`src/rtl/board_test_ctrl.sv`:
```
// Board bring-up controller: synchronises switches/buttons, debounces buttons,
// and drives LEDs / seven-segment data according to a four-mode selector.
module board_test_ctrl #(
  parameter int unsigned SW_W       = 32,
  parameter int unsigned BTN_N      = 6,
  parameter int unsigned DEB_CYCLES = 250000,
  parameter int unsigned WALK_DIV   = 25000000
) (
  input  logic              clk,
  input  logic              rst,
  input  logic [SW_W-1:0]   sw,
  input  logic [BTN_N-1:0]  btn,
  output logic [SW_W-1:0]   led,
  output logic [31:0]       disp_data,
  output logic              disp_en,
  output logic [1:0]        mode,
  output logic [7:0]        press_cnt
);

  localparam int unsigned CNT_W = $clog2(DEB_CYCLES);
  localparam int unsigned DIV_W = (WALK_DIV > 1) ? $clog2(WALK_DIV) : 1;

  typedef enum logic [1:0] {
    PASS   = 2'd0,
    FREEZE = 2'd1,
    WALK   = 2'd2,
    INVERT = 2'd3
  } mode_t;

  mode_t              r_state;
  mode_t              w_state_nxt;
  logic [SW_W-1:0]    r_sw_s1;
  logic [SW_W-1:0]    r_sw_s2;
  logic [BTN_N-1:0]   r_btn_s1;
  logic [BTN_N-1:0]   r_btn_s2;
  logic [BTN_N-1:0]   r_stable;
  logic [BTN_N-1:0]   r_press;
  logic [CNT_W-1:0]   r_deb_cnt [BTN_N];
  logic [SW_W-1:0]    r_snap;
  logic [SW_W-1:0]    r_walk;
  logic [DIV_W-1:0]   r_div;
  logic [SW_W-1:0]    w_led;
  logic [SW_W-1:0]    w_walk_rot;
  logic [7:0]         w_inc;

  // Two-flop synchronisers for all asynchronous inputs
  always_ff @(posedge clk or posedge rst) begin
    if (rst) begin
      r_sw_s1  <= '0;
      r_sw_s2  <= '0;
      r_btn_s1 <= '0;
      r_btn_s2 <= '0;
    end else begin
      r_sw_s1  <= sw;
      r_sw_s2  <= r_sw_s1;
      r_btn_s1 <= btn;
      r_btn_s2 <= r_btn_s1;
    end
  end

  // Per-button debounce; r_press is a one-cycle pulse following a 0->1 acceptance
  always_ff @(posedge clk or posedge rst) begin
    if (rst) begin
      r_stable <= '0;
      r_press  <= '0;
      for (int i = 0; i < int'(BTN_N); i++) r_deb_cnt[i] <= '0;
    end else begin
      for (int i = 0; i < int'(BTN_N); i++) begin
        r_press[i] <= 1'b0;
        if (r_btn_s2[i] == r_stable[i]) begin
          r_deb_cnt[i] <= '0;
        end else if (r_deb_cnt[i] == CNT_W'(DEB_CYCLES - 1)) begin
          r_stable[i]  <= ~r_stable[i];
          r_deb_cnt[i] <= '0;
          r_press[i]   <= ~r_stable[i];
        end else begin
          r_deb_cnt[i] <= r_deb_cnt[i] + CNT_W'(1);
        end
      end
    end
  end

  always_ff @(posedge clk or posedge rst) begin
    if (rst) r_state <= PASS;
    else     r_state <= w_state_nxt;
  end

  always_comb begin
    w_state_nxt = r_state;
    if (r_press[1]) begin
      case (r_state)
        PASS:    w_state_nxt = FREEZE;
        FREEZE:  w_state_nxt = WALK;
        WALK:    w_state_nxt = INVERT;
        default: w_state_nxt = PASS;
      endcase
    end
  end

  always_comb begin
    w_led = r_sw_s2;
    case (r_state)
      FREEZE:  w_led = r_snap;
      WALK:    w_led = r_walk;
      INVERT:  w_led = ~r_sw_s2;
      default: w_led = r_sw_s2;
    endcase
  end

  // Rotate-left that degenerates to "hold" when SW_W is 1
  assign w_walk_rot = (r_walk << 1) | (r_walk >> (SW_W - 1));

  always_comb begin
    w_inc = '0;
    for (int i = 0; i < int'(BTN_N); i++) w_inc = w_inc + 8'(r_press[i]);
  end

  always_ff @(posedge clk or posedge rst) begin
    if (rst) begin
      led       <= '0;
      disp_data <= '0;
      disp_en   <= 1'b1;
      press_cnt <= '0;
      r_snap    <= '0;
      r_walk    <= SW_W'(1);
      r_div     <= '0;
    end else begin
      if (r_press[0]) disp_en <= ~disp_en;
      if (r_press[2]) r_snap  <= r_sw_s2;
      press_cnt <= press_cnt + w_inc;
      if (w_state_nxt == WALK && r_state != WALK) begin
        r_walk <= SW_W'(1);
        r_div  <= '0;
      end else if (r_state == WALK) begin
        if (r_div == DIV_W'(WALK_DIV - 1)) begin
          r_div  <= '0;
          r_walk <= w_walk_rot;
        end else begin
          r_div <= r_div + DIV_W'(1);
        end
      end
      led       <= w_led;
      disp_data <= 32'(w_led);
    end
  end

  assign mode = r_state;

endmodule

```
`config.mk`:
```
export PLATFORM = sky130hd
export DESIGN_NAME = board_test_ctrl
export DESIGN_NICKNAME = d
export VERILOG_FILES = /design/src/rtl/board_test_ctrl.sv
export SDC_FILE = /design/constraint.sdc
export NUM_CORES = 1
export LEC_CHECK = 0
export ABC_CLOCK_PERIOD_IN_PS = 15450
export CORE_ASPECT_RATIO = 1.4
export CORE_UTILIZATION = 58
export DETAILED_ROUTE_END_ITERATION = 10
export PLACE_DENSITY = 0.83
export SKIP_CTS_REPAIR_TIMING = 1
export SYNTH_ARGS = -nofsm -noshare
export SYNTH_HDL_FRONTEND = slang
export SYNTH_SLANG_ARGS = --single-unit
```
`constraint.sdc`:
```
create_clock -name clk -period 15.45 [get_ports clk]
set_input_delay 3.09 -clock clk [delete_from_list [all_inputs] [get_ports clk]]
set_output_delay 3.09 -clock clk [all_outputs]
set_load 0.05 [all_outputs]
```
; After elaboration in Yosys (flattened, before gate mapping)
; Index checks and enable logic that the tools add are counted.
; Widths: inputs -> output; s select.
[word_totals]
register_bits = 328
input_bits = 40
out_inout_bits = 75
wordCells = 114
[op_classes]
add_sub_neg = 13
n_eq_ne = 18
muxes = 33
n_bitwise = 15
reduce_logical = 11
[op_table]
columns = cell, n
row1 = $mux 18, 12
row2 = $add 18x1->18 const B, 6
row3 = $eq 18x18->1 const B, 6
row4 = $mux 32, 3
row5 = $pmux 32 s3, 1
row6 = $mux 25, 3
row7 = $not 32->32, 1
row8 = $or 32x1->32, 1
row9 = $add 25x1->25 const B, 1
row10 = $eq 25x25->1 const B, 1
row11 = $reduce_and 2->1, 7
row12 = $not 1->1, 13
row13 = $mux 1, 12
row14 = $add 8x6->8, 1
row15 = $add 5x1->6, 1
row16 = $eq 1x1->1, 6
row17 = $eq 2x2->1 const B, 3
row18 = $pmux 2 s3, 1
row19 = $add 4x1->5, 1
row20 = $add 3x1->4, 1
row21 = $reduce_bool 2->1, 2
row22 = $add 2x1->3, 1
row23 = $add 1x1->2, 1
row24 = $eq 2x1->1 const B, 1
row25 = 4 further kinds, 4

; Longest topological paths before layout
; Gate-level depths: netlist of the first run.
[logic_depth]
word_depth = 7
mapped_depth = 11
mapped_depth_nobuf = 11

; Least setup slack after synthesis of the first run
; No wires, ideal clock.
[synth_path]
path_type = register -> output
start = register, netlist name disp_data[0]
end = output led[0]
arrival_time_ns = 0.886
t_required_ns = 12.360
setup_slack_ns = 11.474
stages_incl_launch_ff = 2
n_path_buf = 1
cell_sequence = dfrtp_1 buf_4
[synth_lines]
columns = element, line
row1 = to (decl), 13  ; output logic [SW_W-1:0] led,

==> key figures, run 1 <==
Placed design
  • Port Buffer Count: 114
  • RD Place Congestion: 0.797
  • HPWL after DPL: 16.6 mm

Floorplanning
  • Die Span Y: 185 um
  • Die Area: 24400 um^2
  • Row count: 66
  • Initial core utilization: 59.3%
  • Num ports: 115
  • Die width: 132 um
  • Core Box Area: 23300 um^2

Logic synthesis
  • Synth Warn #: 0
  • Top cells by count, synth: dfrtp_1 (326), nor2_1 (135), nand2_1 (64)
  • Synth Area per Inst: 11.8 um^2
  • EDFF count, synth: 0
  • Yosys reg bits: 328
  • Area leader, netlist: dfrtp_1
  • Count leader, synth: dfrtp_1
  • Distinct cell type count after synthesis: 56
  • Synth top area cells: dfrtp_1 (59%), xor2_1 (3.9%), nor2_1 (3.7%), mux2_2 (3.2%), xnor2_1 (3.0%)
  • Synth Flop Type: dfrtp_1
  • Share of the synthesized area in the top cell type: 59.1%
  • Asr flop ratio synth: 100%
  • Seq/Total Area, Yosys: 59.4%
  • Post-Synthesis Cells: 1169
  • Synthesized cell area: 13800 um^2
  • Syn Nets: 1227

Route
  • Vias per std cell: 5.76
  • Antenna-violating nets left: 0
  • DRT Pass-1 Iters: 6
  • DR vias: 9108
  • WL final: 26.9 mm
  • Starting DRC count in detailed routing: 856
  • Drt drc: 0
  • Wirelength per Cell: 17.0 um

STA
  • Final Hold Vio Count: 0
  • F_max: 0.188 GHz
  • Setup TNS: 0 ns
  • Final slew viol count: 0
  • Final Skew: 0.0246 ns
  • Slew @ Worst Pin: 1.16 ns
  • RSZ-0062 raised after global routing: false
  • Fin crit period: 5.31 ns
  • Count of final setup violators: 0
  • Worst relative slew slack: 22.9%
  • Tcrit/Tclk final: 34.4%

Pwr
  • Max VDD drop: 0.000112 V
  • Pwr dens: 113 nW/um^2
  • Leakage: 7.43 nW
  • Final Power: 1.82 mW

Global routing
  • First-pass GRT wire length: 45.7 mm
  • GR Util All Layers: 23.1%
  • Vias in the first global route: 9386
  • Largest net degree at the start of global routing: 125
  • Grt ovf: 0
  • Antenna violations before repair: 1

Critical path
  • Crit path max-delay family: buffers and inverters
  • CP most frequent cell: buf_4
  • Buffers & Inverters on Critical Path: 4
  • Crit path launch type: input port
  • Worst EP required: 16.01 ns
  • Arr. time, crit path: 5.88 ns
  • Critical Setup Path Class: in2async
  • Critical Path Fanout Max: 124
  • Crit-path max cell delay: 0.82 ns
  • Slowest CP cell: buf_4
  • Worst Setup End Kind: asynchronous set/reset pin
  • CP cell instances: clkdlybuf4s50_1, inv_8, buf_4, buf_4

Cells and area
  • Nets: 1308
  • Fill count: 1648
  • Layout cells sized above 1: 8.87%
  • Area grow syn2layout: 16.8%

CTS
  • Max Root-Sink Buffers: 3
  • Worst-path clk slew: 0.07 ns
  • CTS sink cnt: 328
  • H-Tree Level Count: 1
  • CTS tree: built
  • Root buffer cell: clkbuf_16
  • Clock buffer count from CTS: 30
  • Worst skew pair latency: 0.57 ns

Worst hold path
  • Hold crit path type: reg2reg

Flow run
  • Max Cap Violations: 0

Outcome
  • Status: finished, final reports clean
==> path summary, 6_finish.rpt <==
path | slack, ns | to | from | cells past startpoint
hold / removal | 0.34 | r_sw_s2[29]$_DFF_PP0_ | r_sw_s1[29]$_DFF_PP0_ | 0
min in group asynchronous | 3.10 | r_deb_cnt[25]$_DFF_PP0_ | rst | 2
setup / recovery | 10.14 | r_walk[27]$_DFFE_PP0P_ | rst | 4
setup reg to reg | 12.27 | press_cnt[7]$_DFF_PP0_ | r_press[2]$_DFF_PP0_ | 10
hold reg to reg | 0.34 | r_sw_s2[29]$_DFF_PP0_ | r_sw_s1[29]$_DFF_PP0_ | 0
max in group clk | 10.47 | disp_en | disp_en$_DFFE_PP1P_ | 1
==> state kept, by name (all words and copies together) (netlist names) <==
name / count
r_deb_cnt: 108
disp_data: 32
r_snap: 32
r_sw_s1: 32
r_sw_s2: 32
r_walk: 32
r_div: 25
press_cnt: 8
r_btn_s1: 6
r_btn_s2: 6
r_press: 6
r_stable: 6
mode: 2
disp_en: 1
==> layer usage <==
layer / share of wire, % / global-route usage [%]
met1: 40 / 28.3
met4: 1.6 / 5.84
met5: 0 / 0
met3: 4.9 / 3.77
met2: 53 / 42.3
==> metrics by stage <==
stage | hold WS, ns | utilization (%) | setup slack [ns] | cells | area, um^2
3_5_place_dp | 0.335 | 64.3 | 9.36 | 1524 | 15000
4_1_cts | 0.337 | 69.2 | 9.95 | 1580 | 16100
5_1_grt | 0.357 | 69.2 | 9.64 | 1580 | 16100
6_report | 0.337 | 69.3 | 10.14 | 1582 | 16100
2_1_floorplan | 0.331 | - | 3.28 | 1169 | 13800
3_3_place_gp | 0.333 | 64.3 | 9.42 | 1524 | 15000
==> layout make-up <==
cell class | count | area [um^2] | share of cell area [%]
sequential | 328 | 8210 | 50.9
multi-input combinational | 712 | 4960 | 30.8
timing repair buffer | 125 | 1220 | 7.59
clock buffer | 34 | 776 | 4.81
tap | 306 | 383 | 2.37
clock inverter | 22 | 365 | 2.27
inverter | 53 | 206 | 1.28
antenna | 2 | 5.00 | 0.0310
==> placed cells by master (no fill, tap or decap), drive strengths merged, types with 3 or more instances in the layout <==
cell type,synthesis,layout
nand4b,3,3
fa,4,4
and3,26,26
mux2i,40,40
nand2,64,64
a21oi,16,16
and4,6,6
nor4b,7,7
a31oi,3,3
clkbuf,24,34
clkinv,0,8
or2,3,3
nand3b,7,7
mux2,39,39
buf,52,11
clkinvlp,0,3
clkdlybuf4s50,0,114
nand4,35,35
dfrtp,326,326
nor4bb,3,3
xnor2,47,47
nand3,61,61
nor4,12,12
o21ai,8,8
inv,53,55
nor3b,10,10
a21o,3,3
nor3,11,11
a22o,36,36
nand2b,3,3
nor2,135,135
and2,5,5
ha,14,14
xor2,62,62
a222oi,32,32
bufinv,0,9
==> power by group <==
group	leakage [nW]	switching (mW)	internal (mW)
clock	0.552	0.325	0.515
sequential	4.31	0.0109	0.877
combinational	2.57	0.0640	0.0296
==> cell families after synthesis <==
family / count (synthesis) / share of synthesized area, %
AOI/OAI and AO/OA: 108 / 6.36
xor gates and xnor gates: 109 / 6.91
adders and majority gates: 18 / 1.85
buffers and inverters: 129 / 4.68
DFF: 328 / 59.4
muxes: 79 / 6.08
and+or+nand+nor: 398 / 14.7
Power figures use the tool's default switching activity.
==> run 2, diff against run 1 <==
ABC_CLOCK_PERIOD_IN_PS = 5600   (was 15450)
clock period = 5.6 ns   (was 15.45 ns; I/O delays follow)
==> run 2 against run 1 <==
Effect of this change:
- non-clock buffer count down 2
- clock skew down 0.010 ns
- sequential share of layout area up 0.26 points
- register-to-register slack worse by 9.6 ns
- count of clock-buffer cells in the layout up 3
- setup slack worse by 7.6 ns
- design area down 0.50%
- first-iteration DRC count down 18%
==> key figures, run 2 (synthesized netlist as in run 1, its figures left out) <==
Floorplanning
  • Num ports: 115 (unchanged)
  • Row count: 66 (unchanged)
  • Initial core utilization: 59.3% (unchanged)
  • Die Span Y: 185 um (unchanged)
  • Die width: 132 um (unchanged)
  • Die Area: 24400 um^2 (unchanged)
  • Core Box Area: 23300 um^2 (unchanged)

STA
  • Final slew viol count: 0 (unchanged)
  • RSZ-0062 raised after global routing: false (unchanged)
  • Fin crit period: 3.03 ns
  • F_max: 0.330 GHz
  • Tcrit/Tclk final: 54.2%
  • Count of final setup violators: 0 (unchanged)
  • Setup TNS: 0 ns (unchanged)
  • Final Skew: 0.0146 ns (was 0.0246 ns)
  • Final Hold Vio Count: 0 (unchanged)
  • Worst relative slew slack: 23.4% (was 22.9%)
  • Slew @ Worst Pin: 1.15 ns (was 1.16 ns)

Placed design
  • Placed cell areas: 15000 um^2 (about the same)
  • Post-Place Cells: 1522 (was 1524)
  • Port Buffer Count: 114 (unchanged)
  • HPWL after DPL: 17.0 mm (was 16.6 mm)
  • RD Place Congestion: 0.819 (was 0.797)

CTS
  • Clock buffer count from CTS: 30 (unchanged)
  • CTS sink cnt: 328 (unchanged)
  • Worst skew pair latency: 0.56 ns (was 0.57 ns)
  • H-Tree Level Count: 1 (unchanged)
  • Max Root-Sink Buffers: 3 (unchanged)
  • Root buffer cell: clkbuf_16 (unchanged)
  • CTS tree: built (unchanged)
  • Worst-path clk slew: 0.07 ns (about the same)

Cells and area
  • Area grow syn2layout: 16.2% (was 16.8%)
  • Nets: 1306 (was 1308)
  • Top reg by flops: r_deb_cnt (unchanged)
  • Most common cell after layout, fill and taps aside: dfrtp_1 (unchanged)
  • Commonest cells after routing, fill and taps aside: dfrtp_1 (326), nor2_1 (135), clkdlybuf4s50_1 (114) (unchanged)
  • Layout cells sized above 1: 8.81% (was 8.87%)
  • Final std cells w/o fill: 1578 (was 1582)
  • Fill count: 1648 (unchanged)
  • Max FFs per register: 108 (unchanged)
  • Antenna Cells: 0 (was 2)
  • Final Instance Area: 16000 um^2 (was 16100 um^2)
  • Finished Core Util: 68.9% (was 69.3%)

Route
  • Met2 WL: 14.0 mm (was 14.3 mm)
  • DRT Pass-1 Iters: 6 (unchanged)
  • Vias per std cell: 5.76 (about the same)
  • WL final: 26.6 mm (was 26.9 mm)
  • Starting DRC count in detailed routing: 705 (was 856)
  • Met3 wire length: 1.18 mm (was 1.33 mm)
  • Metal-1 WL: 10.7 mm (was 10.9 mm)
  • Highest routing layer actually used: met4 (unchanged)
  • Wirelength per Cell: 16.9 um (was 17.0 um)
  • DR vias: 9095 (was 9108)
  • Antenna-violating nets left: 0 (unchanged)
  • Drt drc: 0 (unchanged)

Global routing
  • Grt ovf: 0 (unchanged)
  • GR Util All Layers: 22.5% (was 23.1%)
  • Vias in the first global route: 9260 (was 9386)
  • Antenna violations before repair: 0 (was 1)
  • Largest net degree at the start of global routing: 132 (was 125)
  • First-pass GRT wire length: 44.7 mm (was 45.7 mm)

Pwr
  • Leakage: 7.40 nW (was 7.43 nW)
  • Max VDD drop: 0.000271 V (was 0.000112 V)
  • Pwr dens: 302 nW/um^2 (was 113 nW/um^2)

Outcome
  • Status: finished, final reports clean (unchanged)

Worst hold path
  • Hold crit path type: reg2reg (unchanged)

Critical path
  • Slowest CP cell: clkdlybuf4s50_1 (was buf_4)
  • Buffers & Inverters on Critical Path: 1 (was 4)
  • Crit path launch type: flip-flop (was input port)
  • Critical Path Fanout Max: 2 (was 124)
  • Worst Setup End Kind: output pin (was asynchronous set/reset pin)
  • Crit-path max cell delay: 0.80 ns (was 0.82 ns)
  • Arr. time, crit path: 1.91 ns (was 5.88 ns)
  • CP cell instances: clkdlybuf4s50_1 (was clkdlybuf4s50_1, inv_8, buf_4, buf_4)
  • Crit path max-delay family: buffers and inverters (unchanged)
  • Critical Setup Path Class: reg2out (was in2async)
  • Worst EP required: 4.48 ns (was 16.01 ns)

Flow run
  • Max Cap Violations: 0 (unchanged)
-- run 2: changes by cell type in the layout (fill, tap and decap cells not counted) --
cell        previous run  this run
clkinv_2               6         9
buf_4                 11         7
diode_2                2         0
clkbuf_1               3         2
clkbuf_8               1         5
buf_12                 0         2
clkinv_4               1         2
clkinvlp_4             3         2
inv_6                  2         1
clkinv_8               1         2
inv_8                  1         0
bufinv_16              9         4
-- run 2: through the flow --
step | hold WS [ns] | setup slack [ns] | power [mW]
floorplan | 0.331 | 0.103 | 2.66
global placement | 0.333 | 2.81 | 2.75
detailed placement | 0.335 | 2.74 | 2.76
CTS | 0.349 | 2.54 | 4.89
global route | 0.354 | 2.48 | 5.00
finish | 0.344 | 2.57 | 4.84
-- run 2: per-layer routing --
metal | track usage [%] | up-vias
met2 | 40.8 | 283
met3 | 2.86 | 53
met5 | 0 | -
met4 | 8.55 | 0
met1 | 27.4 | 4547
li1 | - | 4212
-- run 2: worst paths after layout --
path,from,endpoint,slack (ns),cells after the start
hold reg to reg,r_sw_s1[6]$_DFF_PP0_,r_sw_s2[6]$_DFF_PP0_,0.34,0
min in group asynchronous,rst,r_btn_s1[1]$_DFF_PP0_,0.94,2
setup reg to reg,mode[0]$_DFF_PP0_,r_walk[18]$_DFFE_PP0P_,2.68,6
max in group asynchronous,rst,r_sw_s2[5]$_DFF_PP0_,3.60,3
hold / removal,r_sw_s1[6]$_DFF_PP0_,r_sw_s2[6]$_DFF_PP0_,0.34,0
setup / recovery,disp_en$_DFFE_PP1P_,disp_en,2.57,1
-- run 2: where the power goes --
group          leakage [nW]  internal, mW  switching (mW)
logic                  2.56        0.0833           0.175
registers              4.31          2.42          0.0331
clock network         0.526          1.24           0.890
total                  7.40          3.75            1.10
-- run 2: area by class of cell --
type	instances	area, um^2	area share, %
clock buffers	37	827	5.15
clock inverters	19	231	1.44
inverters	53	203	1.26
multi-input cells	712	4960	30.9
flip-flops and latches	328	8210	51.2
well taps	306	383	2.39
repair buffers	123	1230	7.69
==> run 3, diff against run 2 <==
ABC_CLOCK_PERIOD_IN_PS = 2800   (was 5600)
clock period = 2.8 ns   (was 5.6 ns; I/O delays follow)
==> run 3 against run 2 <==
Effect of this change:
- power rose by 95%
- sequential share of layout area up 0.072 points
- critical path depth up 8
- design area fell by 0.14%
- register-to-register slack got worse by 2.5 ns
- sequential power is 100% higher
- combinational power grew 100%
- die area did not move
- utilization shrank 0.097 points
- critical endpoint is now press_cnt[7]$_DFF_PP0_
- largest cell class unchanged
==> key figures, run 3 (synthesized netlist as in run 1, its figures left out) <==
Pwr
  • NetSw: 2.13 mW (was 1.10 mW)
  • Leakage: 7.38 nW (was 7.40 nW)
  • Clock power share: 42.5% (was 44.0%)
  • Fraction of power spent switching nets: 22.6% (was 22.7%)
  • Max VDD drop: 0.000480 V (was 0.000271 V)
  • Flop pwr share: 52.0% (was 50.6%)
  • Final Power: 9.43 mW (was 4.84 mW)
  • Cell-internal power: 7.30 mW (was 3.75 mW)
  • Comb power frac: 5.5% (was 5.3%)
  • Pwr dens: 589 nW/um^2 (was 302 nW/um^2)

Placed design
  • HPWL after DPL: 16.9 mm (was 17.0 mm)
  • Placed cell areas: 15100 um^2 (was 15000 um^2)
  • Place WS: 0.0221 ns (was 2.74 ns)
  • Post-Place Cells: 1527 (was 1522)
  • Port Buffer Count: 114 (unchanged)
  • RD Place Congestion: 0.809 (was 0.819)

Critical path
  • R2r setup slk: 0.16 ns (was 2.68 ns)
  • Critical path startpoint: press_cnt[0]$_DFF_PP0_ (was disp_en$_DFFE_PP1P_)
  • Crit path launch type: flip-flop (unchanged)
  • Critical Setup Path Class: reg2reg (was reg2out)
  • Arr. time, crit path: 3.08 ns (was 1.91 ns)
  • Reg2reg start: press_cnt[0]$_DFF_PP0_ (was mode[0]$_DFF_PP0_)
  • Worst EP required: 3.24 ns (was 4.48 ns)
  • Worst Setup End Kind: flip-flop (was output pin)
  • Critical Path Fanout Max: 3 (was 2)

STA
  • Fin crit period: 2.64 ns
  • Slew @ Worst Pin: 0.746 ns (was 1.15 ns)
  • Setup TNS: 0 ns (unchanged)
  • Final hold slack: 0.336 ns (was 0.344 ns)
  • Tcrit/Tclk final: 94.4%
  • Final Hold Vio Count: 0 (unchanged)
  • Final Skew: 0.0197 ns (was 0.0146 ns)
  • Final slew viol count: 0 (unchanged)
  • F_max: 0.378 GHz
  • Fin worst setup slack: 0.158 ns (was 2.57 ns)
  • Count of final setup violators: 0 (unchanged)
  • Worst relative slew slack: 50.3% (was 23.4%)
  • RSZ-0062 raised after global routing: false (unchanged)

CTS
  • CTS tree: built (unchanged)
  • Max Root-Sink Buffers: 3 (unchanged)
  • Root buffer cell: clkbuf_16 (unchanged)
  • CTS sink cnt: 328 (unchanged)
  • Clock buffer count from CTS: 30 (unchanged)
  • Worst-path clk slew: 0.06 ns (was 0.07 ns)
  • H-Tree Level Count: 1 (unchanged)
  • Worst skew pair latency: 0.56 ns (about the same)

Floorplanning
  • Core Box Area: 23300 um^2 (unchanged)
  • Die width: 132 um (unchanged)
  • Initial core utilization: 59.3% (unchanged)
  • Die Span Y: 185 um (unchanged)
  • Die Area: 24400 um^2 (unchanged)
  • Num ports: 115 (unchanged)
  • Row count: 66 (unchanged)

Route
  • DRT Pass-1 Iters: 6 (unchanged)
  • Drt drc: 0 (unchanged)
  • DR vias: 9186 (was 9095)
  • WL final: 27.2 mm (was 26.6 mm)
  • Antenna-violating nets left: 0 (unchanged)
  • Vias per std cell: 5.81 (was 5.76)
  • Starting DRC count in detailed routing: 590 (was 705)
  • Wirelength per Cell: 17.2 um (was 16.9 um)

Cells and area
  • Finished Core Util: 68.8% (was 68.9%)
  • Max FFs per register: 108 (unchanged)
  • Final Instance Area: 16000 um^2 (about the same)
  • Final std cells w/o fill: 1581 (was 1578)
  • Top reg by flops: r_deb_cnt (unchanged)
  • Most common cell after layout, fill and taps aside: dfrtp_1 (unchanged)
  • Layout cells sized above 1: 8.55% (was 8.81%)
  • Reg area: 8210 um^2 (unchanged)
  • Fill count: 1628 (was 1648)
  • Commonest cells after routing, fill and taps aside: dfrtp_1 (326), nor2_1 (135), clkdlybuf4s50_1 (114) (unchanged)
  • Nets: 1311 (was 1306)
  • Area of the multi-input gates: 4960 um^2 (about the same)
  • Area grow syn2layout: 16.0% (was 16.2%)
  • Antenna Cells: 0 (unchanged)

Outcome
  • Status: finished, final reports clean (unchanged)

Global routing
  • Largest net degree at the start of global routing: 145 (was 132)
  • GR Util All Layers: 23.1% (was 22.5%)
  • Vias in the first global route: 9463 (was 9260)
  • First-pass GRT wire length: 45.9 mm (was 44.7 mm)
  • Antenna violations before repair: 0 (unchanged)
  • Grt ovf: 0 (unchanged)

Worst hold path
  • Hold crit path type: reg2reg (unchanged)
  • HP Start: r_sw_s1[2]$_DFF_PP0_ (was r_sw_s1[6]$_DFF_PP0_)

Flow run
  • Max Cap Violations: 0 (unchanged)
-- run 3: worst paths after layout --
| kind | endpoint | cells past startpoint |
|---|---|---|
| min in group asynchronous | r_sw_s1[24]$_DFF_PP0_ | 3 |
| worst max-delay path | press_cnt[7]$_DFF_PP0_ | 9 |
| max in group asynchronous | r_sw_s2[31]$_DFF_PP0_ | 3 |
| worst max register to register | press_cnt[7]$_DFF_PP0_ | 9 |
| worst min register to register | r_sw_s2[2]$_DFF_PP0_ | 0 |
| worst min-delay path | r_sw_s2[2]$_DFF_PP0_ | 0 |
-- run 3: critical path, stage by stage, from the launching register on --
cell and delay [ns]:
dfrtp_1 0.40, fa_1 0.53, inv_1 0.05, fa_1 0.46, fa_2 0.35, nor2b_1 0.11, o21ai_0 0.12, a21boi_1 0.24
nand4_1 0.14, xnor2_1 0.14
-- run 3: metal layers --
layer  routed length (um)  GRT usage [%]  part of all wire, %
met5                    0              0                    0
met4                  668           7.26                  2.5
met3                 1230           3.30                  4.5
met2                14300           41.6                   53
met1                11000           28.7                   41
-- run 3: cell type report --
type	count	area share, %
repair buffers	128	8.09
multi-input cells	712	31.0
well taps	306	2.39
inverters	53	1.26
clock inverters	9	0.695
clock buffers	45	5.35
flip-flops and latches	328	51.2
-- run 3: power groups by stage --
stage          Sequential, mW  Clock [mW]  Combinational (mW)
2_1_floorplan            5.06           0               0.271
3_3_place_gp             4.98           0               0.516
3_5_place_dp             4.99           0               0.523
4_1_cts                  4.90        4.09               0.526
5_1_grt                  4.91        4.29               0.559
6_report                 4.90        4.01               0.517
